==> src/rtl/bus_uart_pkg.sv <==
// Shared definitions for the bus_uart peripheral.
//   - Register offsets within the 4-byte window.
//   - STAT bit positions, for both the read view and the write-command view.
//   - TX/RX engine state encoding.
//   - Divider clamp helper.
package bus_uart_pkg;

    localparam logic [1:0] OFS_DATA = 2'd0;
    localparam logic [1:0] OFS_STAT = 2'd1;
    localparam logic [1:0] OFS_DIVL = 2'd2;
    localparam logic [1:0] OFS_DIVH = 2'd3;

    // STAT read bit positions
    localparam int STAT_RXV     = 0;
    localparam int STAT_TXFULL  = 1;
    localparam int STAT_TXEMPTY = 2;
    localparam int STAT_OVR     = 3;
    localparam int STAT_FERR    = 4;
    localparam int STAT_IERX    = 6;
    localparam int STAT_IETX    = 7;

    // STAT write command bits. The clear bits do not line up with the
    // read positions of the flags they clear.
    localparam int WSTAT_CLR_RXV  = 0;
    localparam int WSTAT_CLR_OVR  = 2;
    localparam int WSTAT_CLR_FERR = 3;
    localparam int WSTAT_IERX     = 6;
    localparam int WSTAT_IETX     = 7;

    typedef enum logic [1:0] {
        IDLE  = 2'd0,
        START = 2'd1,
        DATA  = 2'd2,
        STOP  = 2'd3
    } uart_state_e;

    // Clocks-per-bit below 2 cannot yield a mid-bit sample point.
    function automatic logic [15:0] eff_div(input logic [15:0] d);
        return (d < 16'd2) ? 16'd2 : d;
    endfunction

endpackage

==> src/rtl/bus_uart_if.sv <==
// CPU data-bus view of the bus_uart peripheral.
//   read    : 1 = read cycle, 0 = write cycle (CPU -> UART)
//   address : 16-bit bus address            (CPU -> UART)
//   wdata   : store data                    (CPU -> UART)
//   rdata   : read data for the din mux     (UART -> CPU)
//   cs      : address decode hit            (UART -> CPU)
interface bus_uart_if;
    logic        read;
    logic [15:0] address;
    logic [7:0]  wdata;
    logic [7:0]  rdata;
    logic        cs;

    modport master (output read, output address, output wdata,
                    input  rdata, input  cs);
    modport slave  (input  read, input  address, input  wdata,
                    output rdata, output cs);
endinterface

==> src/rtl/bus_uart_txfifo.sv <==
// Synchronous FIFO used as the UART transmit queue.
//   clk, rst : clock, synchronous active-high reset (pointers/count only)
//   push_i   : write din_i when not full; ignored when full
//   pop_i    : advance read pointer when not empty
//   dout_o   : current head entry
//   full_o, empty_o, count_o : occupancy status
module uart_txfifo #(
    parameter int DEPTH_LOG2 = 2,
    parameter int W          = 8
) (
    input  logic                  clk,
    input  logic                  rst,
    input  logic                  push_i,
    input  logic [W-1:0]          din_i,
    input  logic                  pop_i,
    output logic [W-1:0]          dout_o,
    output logic                  full_o,
    output logic                  empty_o,
    output logic [DEPTH_LOG2:0]   count_o
);
    localparam int DEPTH = 1 << DEPTH_LOG2;

    logic [W-1:0]          mem_q [DEPTH];
    logic [DEPTH_LOG2-1:0] wr_ptr_q, rd_ptr_q;
    logic [DEPTH_LOG2:0]   count_q, count_d;
    logic                  do_push, do_pop;

    assign full_o  = (count_q == DEPTH[DEPTH_LOG2:0]);
    assign empty_o = (count_q == '0);
    assign count_o = count_q;
    assign dout_o  = mem_q[rd_ptr_q];

    assign do_push = push_i && !full_o;
    assign do_pop  = pop_i && !empty_o;

    always_comb begin
        count_d = count_q;
        case ({do_push, do_pop})
            2'b10:   count_d = count_q + 1'b1;
            2'b01:   count_d = count_q - 1'b1;
            default: count_d = count_q;
        endcase
    end

    // Pointers wrap naturally at their DEPTH_LOG2 width.
    always_ff @(posedge clk) begin
        if (rst) begin
            wr_ptr_q <= '0;
            rd_ptr_q <= '0;
            count_q  <= '0;
        end else begin
            if (do_push) wr_ptr_q <= wr_ptr_q + 1'b1;
            if (do_pop)  rd_ptr_q <= rd_ptr_q + 1'b1;
            count_q <= count_d;
        end
    end

    always_ff @(posedge clk) begin
        if (do_push) mem_q[wr_ptr_q] <= din_i;
    end

endmodule

==> src/rtl/bus_uart.sv <==
// Memory-mapped 8N1 UART on the CPU data bus.
//   clk, rst : system clock, synchronous active-high reset
//   bus      : slave side of bus_uart_if (read/address/wdata in, rdata/cs out)
//   txd      : serial transmit, idle high
//   rxd      : serial receive, asynchronous to clk
//   irq      : registered interrupt request
// Map at BASE+0..3: DATA (W: TX push, R: rx byte), STAT, DIVL, DIVH.
// Reads are free of side effects; only stores change state.
module bus_uart
    import bus_uart_pkg::*;
#(
    parameter logic [15:0] BASE         = 16'hFF00,
    parameter logic [15:0] DIV_RESET    = 16'd434,
    parameter int          TXDEPTH_LOG2 = 2
) (
    input  logic      clk,
    input  logic      rst,
    bus_uart_if.slave bus,
    output logic      txd,
    input  logic      rxd,
    output logic      irq
);
    logic [1:0] ofs;
    logic       wr_stb, wr_data, wr_stat;

    assign bus.cs  = (bus.address[15:2] == BASE[15:2]);
    assign ofs     = bus.address[1:0];
    assign wr_stb  = bus.cs && !bus.read;
    assign wr_data = wr_stb && (ofs == OFS_DATA);
    assign wr_stat = wr_stb && (ofs == OFS_STAT);

    logic [15:0] div_q, div_d;
    logic        ie_rx_q, ie_rx_d, ie_tx_q, ie_tx_d;
    logic        rx_valid_q, rx_valid_d, ovr_q, ovr_d, ferr_q, ferr_d;
    logic [7:0]  rx_byte_q, rx_byte_d;
    logic        irq_q;

    logic                  fifo_pop, fifo_full, fifo_empty;
    logic [7:0]            fifo_dout;
    logic [TXDEPTH_LOG2:0] fifo_count;

    uart_txfifo #(.DEPTH_LOG2(TXDEPTH_LOG2), .W(8)) u_txfifo (
        .clk     (clk),
        .rst     (rst),
        .push_i  (wr_data),
        .din_i   (bus.wdata),
        .pop_i   (fifo_pop),
        .dout_o  (fifo_dout),
        .full_o  (fifo_full),
        .empty_o (fifo_empty),
        .count_o (fifo_count)
    );

    // ---------------- TX engine ----------------
    uart_state_e tx_state_q;
    logic [15:0] tx_div_q, tx_cnt_q;
    logic [2:0]  tx_bit_q;
    logic [7:0]  tx_sh_q;
    logic        txd_q, tx_bit_end, tx_empty;

    assign tx_bit_end = (tx_cnt_q == tx_div_q - 16'd1);
    assign fifo_pop   = (tx_state_q == IDLE) && !fifo_empty;
    assign tx_empty   = (fifo_count == '0) && (tx_state_q == IDLE);
    assign txd        = txd_q;

    always_ff @(posedge clk) begin
        if (rst) begin
            tx_state_q <= IDLE;
            txd_q      <= 1'b1;
            tx_cnt_q   <= '0;
            tx_bit_q   <= '0;
        end else begin
            case (tx_state_q)
                IDLE: begin
                    // Divider is captured here so mid-frame DIV writes wait for the next frame.
                    if (fifo_pop) begin
                        tx_state_q <= START;
                        txd_q      <= 1'b0;
                        tx_cnt_q   <= '0;
                        tx_sh_q    <= fifo_dout;
                        tx_div_q   <= eff_div(div_q);
                    end
                end
                START: begin
                    if (tx_bit_end) begin
                        tx_state_q <= DATA;
                        txd_q      <= tx_sh_q[0];
                        tx_sh_q    <= {1'b0, tx_sh_q[7:1]};
                        tx_cnt_q   <= '0;
                        tx_bit_q   <= '0;
                    end else begin
                        tx_cnt_q <= tx_cnt_q + 16'd1;
                    end
                end
                DATA: begin
                    if (tx_bit_end) begin
                        tx_cnt_q <= '0;
                        tx_bit_q <= tx_bit_q + 3'd1;
                        if (tx_bit_q == 3'd7) begin
                            tx_state_q <= STOP;
                            txd_q      <= 1'b1;
                        end else begin
                            txd_q   <= tx_sh_q[0];
                            tx_sh_q <= {1'b0, tx_sh_q[7:1]};
                        end
                    end else begin
                        tx_cnt_q <= tx_cnt_q + 16'd1;
                    end
                end
                STOP: begin
                    if (tx_bit_end) begin
                        tx_state_q <= IDLE;
                        tx_cnt_q   <= '0;
                    end else begin
                        tx_cnt_q <= tx_cnt_q + 16'd1;
                    end
                end
                default: tx_state_q <= IDLE;
            endcase
        end
    end

    // ---------------- RX engine ----------------
    uart_state_e rx_state_q;
    logic        rx_s1_q, rx_s2_q, rx_prev_q;
    logic [15:0] rx_div_q, rx_cnt_q;
    logic [2:0]  rx_bit_q;
    logic [7:0]  rx_sh_q;
    logic        rx_bit_end, rx_half_end, rx_stop_smp, rx_done_ok, rx_done_bad;

    assign rx_bit_end  = (rx_cnt_q == rx_div_q - 16'd1);
    assign rx_half_end = (rx_cnt_q == (rx_div_q >> 1) - 16'd1);
    assign rx_stop_smp = (rx_state_q == STOP) && rx_bit_end;
    assign rx_done_ok  = rx_stop_smp && rx_s2_q;
    assign rx_done_bad = rx_stop_smp && !rx_s2_q;

    always_ff @(posedge clk) begin
        if (rst) begin
            rx_s1_q    <= 1'b1;
            rx_s2_q    <= 1'b1;
            rx_prev_q  <= 1'b1;
            rx_state_q <= IDLE;
            rx_cnt_q   <= '0;
            rx_bit_q   <= '0;
        end else begin
            rx_s1_q   <= rxd;
            rx_s2_q   <= rx_s1_q;
            rx_prev_q <= rx_s2_q;
            case (rx_state_q)
                IDLE: begin
                    if (rx_prev_q && !rx_s2_q) begin
                        rx_state_q <= START;
                        rx_cnt_q   <= '0;
                        rx_div_q   <= eff_div(div_q);
                    end
                end
                START: begin
                    // Half-bit re-check rejects short glitches and centres later samples.
                    if (rx_half_end) begin
                        rx_state_q <= rx_s2_q ? IDLE : DATA;
                        rx_cnt_q   <= '0;
                        rx_bit_q   <= '0;
                    end else begin
                        rx_cnt_q <= rx_cnt_q + 16'd1;
                    end
                end
                DATA: begin
                    if (rx_bit_end) begin
                        rx_cnt_q <= '0;
                        rx_sh_q  <= {rx_s2_q, rx_sh_q[7:1]};
                        rx_bit_q <= rx_bit_q + 3'd1;
                        if (rx_bit_q == 3'd7) rx_state_q <= STOP;
                    end else begin
                        rx_cnt_q <= rx_cnt_q + 16'd1;
                    end
                end
                STOP: begin
                    if (rx_bit_end) begin
                        rx_state_q <= IDLE;
                        rx_cnt_q   <= '0;
                    end else begin
                        rx_cnt_q <= rx_cnt_q + 16'd1;
                    end
                end
                default: rx_state_q <= IDLE;
            endcase
        end
    end

    // ---------------- Register file ----------------
    always_comb begin
        div_d      = div_q;
        ie_rx_d    = ie_rx_q;
        ie_tx_d    = ie_tx_q;
        rx_valid_d = rx_valid_q;
        ovr_d      = ovr_q;
        ferr_d     = ferr_q;
        rx_byte_d  = rx_byte_q;
        if (wr_stb && ofs == OFS_DIVL) div_d[7:0]  = bus.wdata;
        if (wr_stb && ofs == OFS_DIVH) div_d[15:8] = bus.wdata;
        if (wr_stat) begin
            ie_rx_d = bus.wdata[WSTAT_IERX];
            ie_tx_d = bus.wdata[WSTAT_IETX];
            if (bus.wdata[WSTAT_CLR_RXV])  rx_valid_d = 1'b0;
            if (bus.wdata[WSTAT_CLR_OVR])  ovr_d      = 1'b0;
            if (bus.wdata[WSTAT_CLR_FERR]) ferr_d     = 1'b0;
        end
        // Evaluated after the clear so a same-cycle clear lets the new byte in.
        if (rx_done_ok) begin
            if (!rx_valid_d) begin
                rx_byte_d  = rx_sh_q;
                rx_valid_d = 1'b1;
            end else begin
                ovr_d = 1'b1;
            end
        end
        if (rx_done_bad) ferr_d = 1'b1;
    end

    always_ff @(posedge clk) begin
        if (rst) begin
            div_q      <= DIV_RESET;
            ie_rx_q    <= 1'b0;
            ie_tx_q    <= 1'b0;
            rx_valid_q <= 1'b0;
            ovr_q      <= 1'b0;
            ferr_q     <= 1'b0;
            irq_q      <= 1'b0;
        end else begin
            div_q      <= div_d;
            ie_rx_q    <= ie_rx_d;
            ie_tx_q    <= ie_tx_d;
            rx_valid_q <= rx_valid_d;
            ovr_q      <= ovr_d;
            ferr_q     <= ferr_d;
            irq_q      <= (rx_valid_q && ie_rx_q) || (tx_empty && ie_tx_q);
        end
        rx_byte_q <= rx_byte_d;
    end

    assign irq = irq_q;

    // ---------------- Read mux ----------------
    logic [7:0] stat;

    always_comb begin
        stat               = '0;
        stat[STAT_RXV]     = rx_valid_q;
        stat[STAT_TXFULL]  = fifo_full;
        stat[STAT_TXEMPTY] = tx_empty;
        stat[STAT_OVR]     = ovr_q;
        stat[STAT_FERR]    = ferr_q;
        stat[STAT_IERX]    = ie_rx_q;
        stat[STAT_IETX]    = ie_tx_q;
    end

    always_comb begin
        case (ofs)
            OFS_DATA: bus.rdata = rx_byte_q;
            OFS_STAT: bus.rdata = stat;
            OFS_DIVL: bus.rdata = div_q[7:0];
            default:  bus.rdata = div_q[15:8];
        endcase
    end

endmodule

==> src/flat_wrapper.sv <==
// flat-port wrapper written by rule: the top's interface ports become plain ports
module bus_uart_flat import bus_uart_pkg::*;
#(
    parameter logic [15:0] BASE         = 16'hFF00,
    parameter logic [15:0] DIV_RESET    = 16'd434,
    parameter int          TXDEPTH_LOG2 = 2
)
  (clk, rst, txd, rxd, irq, bus_read, bus_address, bus_wdata, bus_rdata, bus_cs);
  bus_uart_if bus_i ();
  input  logic clk;
  input  logic rst;
  output logic txd;
  input  logic rxd;
  output logic irq;
  input wire logic [$bits(bus_i.read)-1:0] bus_read;
  input wire logic [$bits(bus_i.address)-1:0] bus_address;
  input wire logic [$bits(bus_i.wdata)-1:0] bus_wdata;
  output wire logic [$bits(bus_i.rdata)-1:0] bus_rdata;
  output wire logic [$bits(bus_i.cs)-1:0] bus_cs;
  assign bus_i.read = bus_read;
  assign bus_i.address = bus_address;
  assign bus_i.wdata = bus_wdata;
  assign bus_rdata = bus_i.rdata;
  assign bus_cs = bus_i.cs;
  bus_uart #(.BASE(BASE), .DIV_RESET(DIV_RESET), .TXDEPTH_LOG2(TXDEPTH_LOG2)) u_core (.clk(clk), .rst(rst), .bus(bus_i), .txd(txd), .rxd(rxd), .irq(irq));
endmodule
==> config.mk <==
export PLATFORM = sky130hd
export DESIGN_NAME = bus_uart_flat
export DESIGN_NICKNAME = d
export VERILOG_FILES = /design/src/rtl/bus_uart_pkg.sv /design/src/rtl/bus_uart_if.sv /design/src/rtl/bus_uart_txfifo.sv /design/src/rtl/bus_uart.sv /design/src/flat_wrapper.sv
export SDC_FILE = /design/constraint.sdc
export NUM_CORES = 1
export LEC_CHECK = 0
export ABC_AREA = 1
export BUFFER_PORTS_ARGS = -buffer_cell sky130_fd_sc_hd__buf_2
export CAP_MARGIN = 20
export CELL_PAD_IN_SITES_DETAIL_PLACEMENT = 0
export CELL_PAD_IN_SITES_GLOBAL_PLACEMENT = 1
export CORE_MARGIN = 4
export CORE_UTILIZATION = 46
export DETAILED_ROUTE_END_ITERATION = 10
export PLACE_DENSITY_LB_ADDON = 0.08
export SKIP_CTS_REPAIR_TIMING = 1
export SLEW_MARGIN = 20
export SYNTH_ARGS = -nofsm -noshare
export SYNTH_HDL_FRONTEND = slang
export SYNTH_SLANG_ARGS = --single-unit
==> constraint.sdc <==
create_clock -name clk -period 3.48 [get_ports clk]
set_input_delay 0.348 -clock clk [delete_from_list [all_inputs] [get_ports clk]]
set_output_delay 0.348 -clock clk [all_outputs]
set_load 0.1 [all_outputs]
==> results.sh <==
export IMPL_gr_usage_all_layers_pct=21.08
export IMPL_die_area_um2=23520
export IMPL_grt_start_max_net_pins=45
export IMPL_finalCritPeriodShare_pct=84.82
export IMPL_design_area_um2=10780
export IMPL_ys_async_sr_fraction_pct=0
export IMPL_place_worst_setup_slack_ps=548.4
export IMPL_placedInstanceArea_um2=10140
export IMPL_leakagePower_nw=4.378
export IMPL_cts_tree="built"
export IMPL_min_delay_path_class="in2reg"
export IMPL_detail_route_wirelength_um=24860
export IMPL_dp_final_hpwl_um=19030
export IMPL_globalRouteOverflowTotal=0
export IMPL_hold_path_cell_count=2
export IMPL_power_density_nw_per_um2=452.5
export IMPL_fin_crit_ps=2952
export IMPL_antenna_violations_before_repair=0
export IMPL_postSynthCellCount=1297
export IMPL_chipWidth_um=153.4
export IMPL_synth_xor_xnor_area_share_pct=4.132
export IMPL_cts_htree_levels=4
export IMPL_route_vias_total=8205
export IMPL_number_of_max_slew_violations_in_the_final_report=0
export IMPL_grt_first_pass_wirelength_um=39920
export IMPL_grt_setup_unrepaired="false"
export IMPL_number_of_warnings_issued_by_yosys=0
export IMPL_io_pins=39
export IMPL_number_of_setup_violations_in_the_final_report=0
export IMPL_cts_root_buf="clkbuf_16"
export IMPL_netlist_cell_type_count=47
export IMPL_start_kind="flip-flop"
export IMPL_timing_hold_violations_final=0
export IMPL_timing_critical_path_required_ps=3540
export IMPL_synth_fa_ha_area_share_pct=3.166
export IMPL_cap_viol_max_count=0
export IMPL_clock_sinks=165
export IMPL_num_rows=52
export IMPL_synth_top_family_by_area="simple AND/OR/NAND/NOR gates"
export IMPL_grt_pass1_vias=7493
export IMPL_arrival_ps=3010
export IMPL_core_area_um2=20490
export IMPL_max_clock_path_buffers=2
export IMPL_critical_path_reg2reg_startpoint="u_core.rx_div_q[1]"
export IMPL_ys_dominant_reg_cell="edfxtp_1"
export IMPL_later_pin_clock_latency_in_the_skew_report_ps=430
export IMPL_crit_path_max_incr_delay_ps=500
export IMPL_routed_via_density=5.122
export IMPL_layout_commonest_cell="nand2_1"
export IMPL_syn_cell_area_um2=9721
export IMPL_final_cell_mix="328 x nand2_1, 164 x nor2_1, 148 x inv_1, 112 x nand3_1, 88 x edfxtp_1"
export IMPL_synth_compound_area_share_pct=8.379
export IMPL_synth_mux_area_fraction_pct=0
export IMPL_area_growth_syn_to_fin_pct=10.90
export IMPL_n_fill_cell=2016
export IMPL_timing_fmax_mhz=338.8
export IMPL_clkSlewWorstSetupHoldPaths_ps=70
export IMPL_synth_seq_area_share_pct=43.04
export IMPL_synth_edff_count=88
export IMPL_place_gp_congestion=0.9202
export IMPL_synthesis_nets=1349
export IMPL_result_of_the_run="completed"
export IMPL_fin_clk_skew_ps=15.69
export IMPL_critical_path_top_cell_by_count="nor2_1"
export IMPL_place_detailed_instances=1570
export IMPL_synth_avg_cell_area_um2=7.495
export IMPL_finalWorstSetupSlack_ps=528.2
export IMPL_initial_core_utilization_pct=47.43
export IMPL_detailedRoute_firstPassIterationCount=6
export IMPL_initial_drc_count=607
export IMPL_buffer_ports_inserted=38
export IMPL_critPathSlowestCell="nor2_1"
export IMPL_antenna_diode_count=0
export IMPL_stdcell_count=1602
export IMPL_net_total_in_the_final_layout=1371
export IMPL_worst_slew_pin_transition_ps=744.5
export IMPL_vdd_ir_drop_max_mv=0.3634
export IMPL_antenna_violating_nets_post_route=0
export IMPL_detail_route_drc_violations=0
export IMPL_drive_above_1_share_pct=10.59
export IMPL_critical_path_class="reg2reg"
export IMPL_numCtsBuffers=17
export IMPL_synth_ff_latch_count=165
export IMPL_origin_of_the_worst_min_delay_path="rxd"
export IMPL_detail_route_wl_per_cell_um=15.52
export IMPL_simple_logic_cell_fraction_of_the_synthesized_area_pct=33.38
export IMPL_timing_critical_path_fanout_max=8
export IMPL_worst_r2r_path_depth=14
export IMPL_timing_setup_tns_ps=0
export IMPL_critical_path_endpoint_type="flip-flop"
export IMPL_startpoint="u_core.rx_div_q[1]"
export IMPL_maxSlewHeadroom_pct=50.31
export IMPL_timing_critical_path_cells="inv_1 -> ha_1 -> inv_1 -> nor2_2 -> nand3_2 -> nor2_2 -> nor2_1 -> nor2_1 -> nand2_1 -> nor2_2 -> nand3_2 -> nor2_1 -> nand2_1 -> nor2_1"
export IMPL_chipHeight_um=153.4
[critical path: cells and delay by family, from the launching register on]
family	cells	cell delay (ps)
AND/OR/NAND/NOR	11	1660
flip-flops	1	390
buffers and inverters	2	280
adder cells (fa/ha/maj)	1	260
[per-layer routing]
layer / part of all wire [%] / track usage (%)
met1: 51 / 32.63
met2: 42 / 30.80
met3: 5.2 / 3.025
met4: 1.4 / 5.509
met5: 0 / 0
[registers in the layout (all words and copies together) (netlist names), 3 cells and up, named ones only]
signal,cells
u_core.rx_byte_q,8
u_core.div_q,16
u_core.u_txfifo.mem_q,32
u_core.rx_div_q,16
u_core.tx_cnt_q,16
u_core.rx_bit_q,3
u_core.u_txfifo.count_o,3
u_core.rx_cnt_q,16
u_core.tx_div_q,16
u_core.tx_bit_q,3
u_core.rx_sh_q,8
u_core.tx_sh_q,8
[layout make-up]
cell class / instances / area, um2 / area share [%]
sequential: 165 / 4184 / 38.81
multi-input combinational: 932 / 4768 / 44.23
timing repair buffer: 49 / 272.8 / 2.530
clock inverter: 15 / 211.5 / 1.961
inverter: 154 / 580.6 / 5.385
clock buffer: 17 / 425.4 / 3.946
tap: 270 / 337.8 / 3.134
[metrics by stage]
stage	total power (W)	hold WS [ps]	utilization (%)
3_3_place_gp	0.002984	401.0	49.49
5_1_grt	0.005123	112.3	52.60
3_5_place_dp	0.002989	406.9	49.49
6_report	0.004878	123.1	52.60
4_1_cts	0.004923	113.5	52.60
2_1_floorplan	0.002766	389.5	-
[report_power, final]
group	switching [W]	internal, W	total (W)
combinational	0.000557	0.000205	0.000762
sequential	0.0000554	0.00212	0.00218
clock	0.000941	0.000999	0.00194
total	0.00155	0.00332	0.00488
[kinds of logic (layout without fill, tap and decap cells)]
kind of cell / Yosys count / after routing
AOI/OAI and AO/OA: 144 / 144
xor gates and xnor gates: 45 / 45
adders and majority gates: 24 / 24
buffers and inverters: 200 / 235
DFF: 165 / 165
and+or+nand+nor: 719 / 719
[worst paths after layout]
path / to / slack [ps]
max: u_core.rx_byte_q[0] / 530
max reg2reg: u_core.rx_byte_q[0] / 530
min: u_core.rx_s1_q / 120
min reg2reg: u_core.rx_s2_q / 420
[synthesized netlist by cell type (18+ instances only)]
cell      count  area, um2
a21oi_1      59      295.3
nand2_1     328       1231
clkbuf_1     36      135.1
nand4_1      21      131.4
nor2_1      164      615.6
edfxtp_1     88       2643
xor2_1       26      227.7
o21ai_0      48      240.2
dfxtp_1      77       1541
inv_1       148      555.5
xnor2_1      18      157.7
ha_1         23      287.8
nand3_1     112      560.5
No activity file was read; power rests on OpenSTA's default activity.
